--- src/rtl/dsu_host_controller.sv ---
// Host-side debug command controller: accepts one command at a time, drives the
// core's debug controls and returns one response per command or halt event.
module dsu_host_controller #(
    parameter  int THREAD_NUMB = 4,
    localparam int TID_W       = (THREAD_NUMB > 1) ? $clog2(THREAD_NUMB) : 1
) (
    input  logic                         clk,
    input  logic                         reset_n,
    input  logic                         cmd_valid,
    output logic                         cmd_ready,
    input  logic [3:0]                   cmd_opcode,
    input  logic [2:0]                   cmd_index,
    input  logic [31:0]                  cmd_data,
    output logic                         rsp_valid,
    input  logic                         rsp_ready,
    output logic [31:0]                  rsp_data,
    output logic                         rsp_error,
    output logic                         rsp_event,
    output logic                         dsu_enable,
    output logic                         dsu_single_step,
    output logic                         dsu_thread_selection,
    output logic [TID_W-1:0]             dsu_thread_id,
    output logic [7:0][31:0]             dsu_breakpoint,
    output logic [7:0]                   dsu_breakpoint_enable,
    output logic                         resume,
    output logic                         ext_freeze,
    input  logic                         freeze,
    input  logic                         dsu_hit_breakpoint,
    input  logic [THREAD_NUMB-1:0][31:0] dsu_bp_instruction,
    input  logic [TID_W-1:0]             dsu_bp_thread_id
);

    typedef enum logic [2:0] {S_IDLE, S_EXEC, S_WAIT_HALT, S_WAIT_RUN, S_RESPOND} state_e;
    typedef enum logic [3:0] {
        OP_NOP, OP_ENABLE, OP_DISABLE, OP_SET_BP, OP_CLR_BP, OP_SEL_THREAD,
        OP_UNSEL_THREAD, OP_STEP, OP_RESUME, OP_HALT, OP_STATUS, OP_READ_PC
    } opcode_e;

    state_e          state_q, state_d;
    opcode_e         op_q, op_d;
    logic [2:0]      idx_q, idx_d;
    logic [31:0]     data_q, data_d;
    logic            enable_q, enable_d, step_q, step_d, tsel_q, tsel_d;
    logic [TID_W-1:0] tid_q, tid_d;
    logic [7:0][31:0] bp_q, bp_d;
    logic [7:0]      bp_en_q, bp_en_d;
    logic            ext_freeze_q, ext_freeze_d, resume_q, resume_d;
    logic [31:0]     rsp_data_q, rsp_data_d;
    logic            rsp_error_q, rsp_error_d, rsp_event_q, rsp_event_d;
    logic            pending_q, pending_d;
    logic            freeze_q, primed_q;
    logic [9:0]      timeout_q, timeout_d;
    logic            freeze_rise, tid_ok;

    // The edge detector is only trusted once it has sampled freeze after reset.
    assign freeze_rise = primed_q && freeze && !freeze_q;
    assign tid_ok      = data_q < 32'(THREAD_NUMB);
    assign cmd_ready   = reset_n && (state_q == S_IDLE) && !pending_q;

    always_comb begin
        // NOTE: every next-state value gets a default first so no path infers a latch.
        state_d      = state_q;
        op_d         = op_q;
        idx_d        = idx_q;
        data_d       = data_q;
        enable_d     = enable_q;
        step_d       = step_q;
        tsel_d       = tsel_q;
        tid_d        = tid_q;
        bp_d         = bp_q;
        bp_en_d      = bp_en_q;
        ext_freeze_d = ext_freeze_q;
        resume_d     = 1'b0;
        rsp_data_d   = rsp_data_q;
        rsp_error_d  = rsp_error_q;
        rsp_event_d  = rsp_event_q;
        pending_d    = pending_q;
        timeout_d    = timeout_q;

        if (freeze_rise && state_q != S_WAIT_HALT) pending_d = 1'b1;

        case (state_q)
            S_IDLE: begin
                if (cmd_valid && cmd_ready) begin
                    op_d    = opcode_e'(cmd_opcode);
                    idx_d   = cmd_index;
                    data_d  = cmd_data;
                    state_d = S_EXEC;
                end else if (pending_q) begin
                    pending_d   = 1'b0;
                    rsp_data_d  = dsu_bp_instruction[dsu_bp_thread_id];
                    rsp_error_d = 1'b0;
                    rsp_event_d = 1'b1;
                    state_d     = S_RESPOND;
                end
            end
            S_EXEC: begin
                state_d     = S_RESPOND;
                rsp_data_d  = '0;
                rsp_error_d = 1'b0;
                rsp_event_d = 1'b0;
                case (op_q)
                    OP_NOP:          ;
                    OP_ENABLE:       enable_d = 1'b1;
                    OP_DISABLE: begin
                        enable_d     = 1'b0;
                        ext_freeze_d = 1'b0;
                    end
                    OP_SET_BP: begin
                        bp_d[idx_q]    = data_q;
                        bp_en_d[idx_q] = 1'b1;
                    end
                    OP_CLR_BP:       bp_en_d[idx_q] = 1'b0;
                    OP_SEL_THREAD: begin
                        if (tid_ok) begin
                            tid_d  = data_q[TID_W-1:0];
                            tsel_d = 1'b1;
                        end else begin
                            rsp_error_d = 1'b1;
                        end
                    end
                    OP_UNSEL_THREAD: tsel_d = 1'b0;
                    OP_STEP:         step_d = data_q[0];
                    OP_RESUME: begin
                        if (freeze) begin
                            resume_d = 1'b1;
                            state_d  = S_WAIT_RUN;
                        end else begin
                            rsp_error_d = 1'b1;
                        end
                    end
                    OP_HALT: begin
                        if (!enable_q || tsel_q) begin
                            rsp_error_d = 1'b1;
                        end else if (!freeze) begin
                            ext_freeze_d = 1'b1;
                            timeout_d    = '0;
                            state_d      = S_WAIT_HALT;
                        end
                    end
                    OP_STATUS: rsp_data_d = {16'h0, 8'(dsu_bp_thread_id), 3'b0,
                                             dsu_hit_breakpoint, freeze, tsel_q, step_q, enable_q};
                    OP_READ_PC: begin
                        if (tid_ok) rsp_data_d = dsu_bp_instruction[data_q[TID_W-1:0]];
                        else        rsp_error_d = 1'b1;
                    end
                    default:         rsp_error_d = 1'b1;
                endcase
            end
            S_WAIT_HALT: begin
                if (freeze || &timeout_q) begin
                    ext_freeze_d = 1'b0;
                    rsp_error_d  = !freeze;
                    state_d      = S_RESPOND;
                end else begin
                    timeout_d = timeout_q + 10'd1;
                end
            end
            S_WAIT_RUN: begin
                if (!freeze) state_d = S_RESPOND;
            end
            S_RESPOND: begin
                if (rsp_ready) state_d = S_IDLE;
            end
            default: state_d = S_IDLE;
        endcase
    end

    always_ff @(posedge clk or negedge reset_n) begin
        if (!reset_n) begin
            state_q      <= S_IDLE;
            op_q         <= OP_NOP;
            idx_q        <= '0;
            data_q       <= '0;
            enable_q     <= 1'b0;
            step_q       <= 1'b0;
            tsel_q       <= 1'b0;
            tid_q        <= '0;
            // NOTE: the breakpoint file is architecturally visible, so it is reset like any register.
            bp_q         <= '0;
            bp_en_q      <= '0;
            ext_freeze_q <= 1'b0;
            resume_q     <= 1'b0;
            rsp_data_q   <= '0;
            rsp_error_q  <= 1'b0;
            rsp_event_q  <= 1'b0;
            pending_q    <= 1'b0;
            freeze_q     <= 1'b0;
            primed_q     <= 1'b0;
            timeout_q    <= '0;
        end else begin
            // NOTE: non-blocking updates keep every register reading pre-edge values.
            state_q      <= state_d;
            op_q         <= op_d;
            idx_q        <= idx_d;
            data_q       <= data_d;
            enable_q     <= enable_d;
            step_q       <= step_d;
            tsel_q       <= tsel_d;
            tid_q        <= tid_d;
            bp_q         <= bp_d;
            bp_en_q      <= bp_en_d;
            ext_freeze_q <= ext_freeze_d;
            resume_q     <= resume_d;
            rsp_data_q   <= rsp_data_d;
            rsp_error_q  <= rsp_error_d;
            rsp_event_q  <= rsp_event_d;
            pending_q    <= pending_d;
            freeze_q     <= freeze;
            primed_q     <= 1'b1;
            timeout_q    <= timeout_d;
        end
    end

    assign rsp_valid             = (state_q == S_RESPOND);
    assign rsp_data              = rsp_data_q;
    assign rsp_error             = rsp_error_q;
    assign rsp_event             = rsp_event_q;
    assign dsu_enable            = enable_q;
    assign dsu_single_step       = step_q;
    assign dsu_thread_selection  = tsel_q;
    assign dsu_thread_id         = tid_q;
    assign dsu_breakpoint        = bp_q;
    assign dsu_breakpoint_enable = bp_en_q;
    assign resume                = resume_q;
    assign ext_freeze            = ext_freeze_q;

endmodule

--- config.mk ---
export PLATFORM = sky130hd
export DESIGN_NAME = dsu_host_controller
export DESIGN_NICKNAME = d
export VERILOG_FILES = /design/src/rtl/dsu_host_controller.sv
export SDC_FILE = /design/constraint.sdc
export NUM_CORES = 1
export LEC_CHECK = 0
export CAP_MARGIN = 40
export CORE_MARGIN = 10
export CORE_UTILIZATION = 32
export CTS_CLUSTER_DIAMETER = 120
export DETAILED_ROUTE_END_ITERATION = 16
export GPL_ROUTABILITY_DRIVEN = 1
export GPL_TIMING_DRIVEN = 0
export HOLD_SLACK_MARGIN = 0.06
export PLACE_DENSITY_LB_ADDON = 0.2
export SLEW_MARGIN = 15
export SYNTH_ARGS = -nofsm -noshare
export SYNTH_HDL_FRONTEND = slang
export SYNTH_SLANG_ARGS = --single-unit
--- constraint.sdc ---
create_clock -name clk -period 6.45 [get_ports clk]
set_clock_uncertainty 0.15 [all_clocks]
set_input_delay 1.29 -clock clk [delete_from_list [all_inputs] [get_ports clk]]
set_output_delay 1.29 -clock clk [all_outputs]
set_load 0.01 [all_outputs]
-- After elaboration in Yosys (flattened, before gate mapping)
Index checks and enable logic that the tools add are counted.
- bitwise operators: 3
- equal/unequal tests: 30
- add/subtract/negate cells: 1
- reductions and logical operators: 36
- multiplexer cells: 56
- magnitude comparators: 5
- operator list (kind ; count):
    bitwise mux 256 bit ; 1
    two-way mux 32 bit ; 6
    binary-select mux 32 bit (select 2 bit) ; 2
    case mux 32 bit (2 select lines) ; 2
    demux 32 bit (select 3 bit) ; 1
    two-way mux 10 bit ; 4
    less-than comparator 32 x 3 -> 1 bit (second input constant) ; 1
    two-way mux 3 bit ; 8
    two-way mux 1 bit ; 20
    case mux 10 bit (2 select lines) ; 1
    equality test 4 x 3 -> 1 bit (second input constant) ; 4
    equality test 4 bit (second input constant) ; 4
    inequality test 2 bit (second input constant) ; 8
    case mux 8 bit (2 select lines) ; 1
    case mux 3 bit (5 select lines) ; 1
    adder 10 x 1 -> 10 bit (second input constant) ; 1
    case mux 1 bit (2 select lines) ; 5
    AND reduction 10 bit ; 1
    AND reduction 2 bit ; 5
    AND reduction 5 bit ; 2
    nonzero test 2 bit ; 5
    AND reduction 3 bit ; 3
    bitwise AND 8 bit ; 1
    equality test 4 x 2 -> 1 bit (second input constant) ; 2
    other kinds (26) ; 42
- output and inout port bits: 307
- word-level logic and storage cells: 157
- flip-flop bits (word level): 360
- input port bits: 175

-- Depth between registers and ports, before layout
Gate-level depths: netlist (run 1).
- depth in word-level cells: 7
- gate-level depth with buffers: 8
- mapped depth without buffers: 5

-- Least setup slack after synthesis (run 1)
Ideal clock, no wire load.
- path kind: input-to-reg
- from: input dsu_bp_thread_id[0]
- to: register rsp_data_q[3] (netlist: rsp_data[3])
- arrival time: 2978 ps
- library setup time: 132 ps
- stages: 5
- path buffers: 2
- required time: 6168 ps
- path slack: 3190 ps
- cells stage by stage: clkbuf_1 -> buf_1 -> mux4_2 -> a221oi_1 -> a21oi_1
- cells in the longest elaborated chain, start to end: 5
- ends and longest elaborated chain (element ; line ; text):
    start: declaration ; 30 ; input logic [TID_W-1:0] dsu_bp_thread_id
    binary-select mux 32 bit (select 2 bit) ; 91 ; rsp_data_d = dsu_bp_instruction[dsu_bp_thread_id];
    two-way mux 32 bit (implied by the code) ; 91 ;
    two-way mux 32 bit ; 89 ; end else if (pending_q) begin
    two-way mux 32 bit ; 84 ; if (cmd_valid && cmd_ready) begin
    case mux 32 bit (2 select lines) ; 82 ; case (state_q)
    end signal: assignment ; 205 ; rsp_data_q <= rsp_data_d;
    end: declaration ; 48 ; logic [31:0] rsp_data_q, rsp_data_d;
No other way between the ends. The select of a mux whose other input is x is not followed.
A chain may end at the register's enable or synchronous reset.

-- Worst setup path after layout (run 1)
- from: input reset_n
- to: output cmd_ready
- cells in the longest elaborated chain, start to end: 2
- ends and longest elaborated chain (element ; line ; text):
    start: declaration ; 8 ; input logic reset_n,
    logical AND 1 bit (2 in series) ; 58 ; assign cmd_ready = reset_n && (state_q == S_IDLE) && !pending_q;
    end: declaration ; 10 ; output logic cmd_ready,
No other way between the ends.

==> flow_metrics.py, run 1 <==
metrics = {
    "clocking": {
        "root_buf_cell": "clkbuf_16",
        "cts_hold_buffers": 0,
        "clk_latency_ns": 0.57,
        "cts-resized-gates": 0,
        "clock_tree_from_tritoncts": "built",
        "post-cts-setup-buffers": 0,
        "htree_num_levels": 2,
        "cts.reportedPaths.clkPinSlew_ns": 0.06,
        "cts.sinks": 360,
        "numCtsBuffers": 43,
        "cts-root-to-sink-buffers": 3,
    },
    "job": {
        "cap_viol_max_count": 0,
    },
    "synthesis": {
        "muxShareOfSynthArea": 0.300,
        "share_of_flip_flops_with_an_asynchronous_set_or_reset_after_synthesis": 1.00,
        "synth-adder-area-share": 0.000783,
        "main_combinational_cell_family_by_area_after_synthesis": "multiplexers",
        "ys_seq_elements": 360,
        "yosys_warnings": 0,
        "seq_total_area_yosys": 0.564,
        "synthXorXnorAreaFrac": 0.000548,
        "synth_cell_types": 58,
        "dominantRegCellSynth": "dfrtp_1",
        "yosys.area.top_type": "dfrtp_1",
        "synth-compound-area-share": 0.0425,
        "synth.area.top_cells": "dfrtp_1 56%, mux2_2 19%, mux4_2 9.0%",
        "synth_simple_gate_area_frac": 0.0582,
        "synth_area_mm2": 0.0160,
        "gate_count_after_technology_mapping": 1127,
        "synth_largest_type_area_fraction": 0.564,
        "synth_enable_flop_cells": 0,
        "mappedNetlistNets": 1303,
        "syn_avg_cell_area_um2": 14.2,
    },
    "floorplanning": {
        "starting_density_of_the_core": 0.325,
        "die_w_um": 243,
        "floorplan.core_area_mm2": 0.0492,
        "die_height_um": 243,
        "std_cell_rows": 81,
        "floorplan.die_area_mm2": 0.0592,
        "pin_count": 482,
    },
    "finish": {
        "area_delta_synth_final_pct": 45.7,
        "layout-drive-gt1-share": 0.263,
        "final_cell_mix": "478 x clkdlybuf4s50_1, 360 x dfrtp_1, 267 x mux2_2",
        "finish.instance_area_mm2": 0.0233,
        "commonest_non_fill_non_tap_cell_in_the_layout": "clkdlybuf4s50_1",
        "nets": 1843,
        "final_util": 0.473,
    },
    "pwr": {
        "power.leakage_nw": 10.2,
        "total_power_mw": 7.90,
        "powerDensity_mw_per_mm2": 339,
        "vdd_ir_drop_max_v": 0.000219,
    },
    "timing": {
        "final_critical_path_setup_slack_ns": 1.95,
        "timing.final.setup_violations": 0,
        "relSlewSlack": 0.440,
        "finalCriticalPeriod_ns": 4.50,
        "grt_setup_unrepaired": "false",
        "maxSlewViolCount": 0,
        "final.hold.worst_slack_ns": 0.332,
        "max_freq_mhz": 222,
        "final_min_period_over_clock_period": 0.698,
        "worst_slew_pin_slew_ns": 0.828,
        "final_hold_viol_count": 0,
    },
    "status": {
        "outcome": "completed",
    },
    "drt": {
        "detail_route.wl_per_cell_um": 25.4,
        "sum_of_routed_wire_length_over_all_layers_um": 60200,
        "route.detailed.drc": 0,
        "vias_per_cell": 5.00,
        "number_of_vias_after_detailed_routing": 11800,
        "detail_route.iter0.violations": 578,
        "antenna_left": 0,
        "drt_pass1_iterations": 5,
    },
    "global_route": {
        "grt_pass1_wl_um": 88500,
        "first_global_vias": 12700,
        "antenna_found_initial": 3,
        "grt_max_degree": 104,
        "gr_util_all_layers": 0.199,
        "overflow": 0,
    },
    "setup_path": {
        "critical_path_class": "primary input to output pin",
        "crit_required_ns": 5.01,
        "critical_path_arrival_ns": 3.06,
        "reg2reg_slack_ns": 3.00,
        "timing.critical_path.fanout_max": 97,
        "crit_path_end_kind": "output pin",
        "worstSetupStartpointType": "primary input",
    },
    "place": {
        "placement.io_buffers": 479,
        "dpl.hpwl_um": 45100,
        "dpl_worst_slack_ns": 1.87,
        "post_dp_cell_area_mm2": 0.0218,
        "globalplace.congestion": 0.860,
    },
    "worst_hold_path": {
        "worst_hold_path_type": "flip-flop to flip-flop",
    },
}
power breakdown:
group / internal (mW) / leakage [nW] / switching [mW]
clock network: 1.51 / 0.717 / 0.973
logic: 1.21 / 4.63 / 1.35
registers: 2.66 / 4.82 / 0.202
total: 5.37 / 10.2 / 2.53
cells in the mapped netlist, drive strengths merged (8+ instances only):
master,number
buf,55
a21oi,64
inv,8
nor4,10
nand3,9
dfrtp,360
mux4,64
mux2,298
nand4,34
clkbuf,61
nand2,13
o21ai,13
nor2,46
worst max-delay path: stages:
cell             delay (ns)
buf_8                  0.42
buf_16                 0.43
and3_1                 0.29
clkdlybuf4s50_1        0.58
cell type report:
| class | instances | area (um^2) |
|---|---|---|
| Fill cell | 4428 | 25900 |
| Sequential cell | 360 | 9010 |
| Multi-Input combinational cell | 643 | 6430 |
| Timing Repair Buffer | 495 | 5000 |
| Clock buffer | 66 | 1300 |
| Tap cell | 664 | 831 |
| Buffer | 116 | 502 |
| Clock inverter | 11 | 155 |
| Inverter | 8 | 30.0 |
| Antenna cell | 2 | 5.00 |
metal layers:
metal	vias to the layer above	track usage	share of wire
met4	2	0.0612	0.024
met3	81	0.0755	0.093
met1	6076	0.234	0.40
li1	5257	-	-
met2	416	0.330	0.49
met5	-	0	0.00020
sequential cells by signal, summed over array words and instances (netlist names), named ones only:
name	count
pending_q	1
op_q	4
dsu_thread_id	2
rsp_event	1
primed_q	1
rsp_error	1
dsu_single_step	1
data_q	32
rsp_data	32
freeze_q	1
dsu_breakpoint	256
resume	1
dsu_enable	1
state_q	3
ext_freeze	1
dsu_thread_selection	1
idx_q	3
timeout_q	10
cell families after synthesis:
| group | count (synthesis) |
|---|---|
| AND/OR/NAND/NOR | 164 |
| AO/OA/AOI/OAI | 114 |
| multiplexers | 362 |
| XOR/XNOR | 1 |
| adder cells (fa/ha/maj) | 1 |
| buffers and inverters | 124 |
| other | 1 |
| flip-flops | 360 |
path summary, 6_finish.rpt:
path	from	to	cells after the start
setup / recovery	reset_n	cmd_ready	4
min in group asynchronous	reset_n	dsu_breakpoint[195]	1
max in group asynchronous	reset_n	dsu_breakpoint[116]	3
hold reg to reg	flip-flop	flip-flop	1
setup reg to reg	state_q[1]	dsu_breakpoint[27]	8
hold / removal	flip-flop	flip-flop	1
metrics by stage:
step                setup TNS, ns  cells
floorplan                       0   1127
global placement         -4864.16   2270
detailed placement              0   2285
CTS                             0   2362
global route                    0   2365
finish                          0   2365
No activity file was read; power rests on OpenSTA's default activity.
==> run 2: changes to the inputs <==
clock period = 4.35 ns   (was 6.45 ns; I/O delays follow)
==> results of run 2 <==
Same layout as run 1 (identical final DEF). Status: completed.
Among the figures that moved: setup slack after placement 1.87 ns -> 0.606 ns; setup slack after layout 1.95 ns -> 0.688 ns; hold slack 0.332 ns -> 0.118 ns; register-to-register setup slack 3.00 ns -> 0.90 ns; total power 7.90 mW -> 11.7 mW; worst IR drop on VDD 0.000219 V -> 0.000325 V
==> run 3: changes to the inputs <==
clock period = 3.6 ns   (was 4.35 ns; I/O delays follow)
==> run 3 against run 2 <==
Utilization increased by 0.087 points. Register-to-register slack worse by 0.72 ns. Die area did not move. Sequential cell count stayed put. Worst setup slack got worse by 0.51 ns. Hold slack lost 0.067 ns. Global-route usage about the same. Largest cell class unchanged. Total power grew 21%. Critical path depth rose by 4. Routed wire length rose by 0.27%. Non-clock buffer count grew 2.
==> flow_metrics.py, run 3 (synthesis results as in run 1) <==
metrics = {
    "status": {
        "outcome": "completed",
    },
    "place": {
        "placement.io_buffers": 479,
        "dpl.hpwl_um": 45100,
        "post_dp_cell_area_mm2": 0.0218,
        "globalplace.congestion": 0.860,
        "dpl_worst_slack_ns": 0.144,
    },
    "finish": {
        "finish.instance_area_mm2": 0.0233,
        "largest_register_ffs": 256,
        "final_cell_mix": "478 x clkdlybuf4s50_1, 360 x dfrtp_1, 267 x mux2_2",
        "layout-drive-gt1-share": 0.263,
        "area_delta_synth_final_pct": 46.0,
        "commonest_non_fill_non_tap_cell_in_the_layout": "clkdlybuf4s50_1",
        "nets": 1845,
        "final_util": 0.474,
    },
    "setup_path": {
        "critical_path_arrival_ns": 3.72,
        "timing.critical_path.fanout_max": 10,
        "crit_required_ns": 3.89,
        "crit_family": "buffers and inverters",
        "worstSetupStartpointType": "flip-flop",
        "worst_path_largest_cell_delay_ns": 0.51,
        "critical_path_class": "flip-flop to flip-flop",
        "cp_cell_sequence": "clkbuf_1, or4b_1, buf_2, nor4_1, and2_1, clkbuf_1, buf_2, mux2_2",
        "worstPathBufferInverterCount": 4,
        "highest_delay_cell_along_the_critical_path": "or4b_1",
        "crit_path_end_kind": "flip-flop",
    },
    "floorplanning": {
        "die_w_um": 243,
        "pin_count": 482,
        "floorplan.core_area_mm2": 0.0492,
        "floorplan.die_area_mm2": 0.0592,
        "die_height_um": 243,
        "starting_density_of_the_core": 0.325,
        "std_cell_rows": 81,
    },
    "timing": {
        "finalCriticalPeriod_ns": 3.42,
        "maxSlewViolCount": 0,
        "timing.final.setup_violations": 0,
        "relSlewSlack": 0.442,
        "worst_slew_pin_slew_ns": 0.826,
        "final_min_period_over_clock_period": 0.951,
        "grt_setup_unrepaired": "true",
        "max_freq_mhz": 292,
        "final_hold_viol_count": 0,
        "final_critical_path_setup_slack_ns": 0.178,
        "final.hold.worst_slack_ns": 0.0509,
    },
    "drt": {
        "antenna_left": 0,
        "sum_of_routed_wire_length_over_all_layers_um": 60300,
        "detail_route.wl_per_cell_um": 25.5,
        "number_of_vias_after_detailed_routing": 11800,
        "route.detailed.drc": 0,
        "detail_route.iter0.violations": 643,
        "drt_pass1_iterations": 5,
        "vias_per_cell": 5.00,
    },
    "pwr": {
        "vdd_ir_drop_max_v": 0.000392,
        "powerDensity_mw_per_mm2": 607,
        "power.leakage_nw": 10.2,
    },
    "global_route": {
        "gr_util_all_layers": 0.199,
        "grt_max_degree": 104,
        "overflow": 0,
        "grt_pass1_wl_um": 88700,
        "first_global_vias": 12700,
        "antenna_found_initial": 3,
    },
    "clocking": {
        "clk_latency_ns": 0.57,
        "htree_num_levels": 2,
        "cts.reportedPaths.clkPinSlew_ns": 0.06,
        "root_buf_cell": "clkbuf_16",
        "cts-root-to-sink-buffers": 3,
        "cts.sinks": 360,
        "numCtsBuffers": 43,
        "post-cts-setup-buffers": 0,
        "clock_tree_from_tritoncts": "built",
    },
    "job": {
        "cap_viol_max_count": 0,
    },
    "worst_hold_path": {
        "worst_hold_path_type": "primary input to asynchronous set/reset pin",
    },
}
## run 3: routing by layer
| layer | up-vias | wire length, um | track usage |
|---|---|---|---|
| met4 | 2 | 1410 | 0.0597 |
| met2 | 415 | 29400 | 0.331 |
| li1 | 5255 | - | - |
| met1 | 6089 | 23800 | 0.235 |
| met5 | - | 12 | 0 |
| met3 | 79 | 5700 | 0.0755 |
## run 3: final cells by class
type | instances | area, um^2
fill | 4424 | 25800
sequential | 360 | 9010
multi-input combinational | 643 | 6430
timing repair buffer | 497 | 5040
clock buffer | 66 | 1300
tap | 664 | 831
buffer | 116 | 504
clock inverter | 11 | 155
inverter | 8 | 30.0
antenna | 3 | 7.51
## run 3: power by group
| group | internal, mW | switching, mW | total (mW) |
|---|---|---|---|
| combinational | 2.16 | 2.42 | 4.59 |
| clock | 2.70 | 1.74 | 4.45 |
| sequential | 4.76 | 0.360 | 5.12 |
| total | 9.63 | 4.53 | 14.2 |
## run 3: repair_timing
action	in CTS	in global routing
hold endpoints to repair	66	0
gates resized for setup	0	1
setup endpoints to repair	0	9
hold buffers	2	0
## run 3: final timing paths
path | cells after the start | endpoint | start | slack, ns
min in group clk | 1 | flip-flop | flip-flop | 0.33
min | 2 | dsu_thread_selection | reset_n | 0.05
max | 8 | dsu_breakpoint[20] | state_q[1] | 0.18
min reg2reg | 1 | flip-flop | flip-flop | 0.33
max reg2reg | 8 | dsu_breakpoint[20] | state_q[1] | 0.18
max in group asynchronous | 3 | dsu_breakpoint[116] | reset_n | 2.25
## run 3: worst reg2reg max path, delay by kind of cell, from the launching register on
family,cells,cell delay (ns)
buf+inv,4,1.21
flops,1,0.35
mux,1,0.39
simple gates,3,1.19
## run 3: through the flow
stage	setup TNS, ns	instances	total power, mW
floorplan	0	1127	7.45
global placement	-5777.87	2270	9.72
detailed placement	0	2285	9.82
CTS	0	2364	14.4
global route	-0.0107	2367	14.9
finish	0	2368	14.2
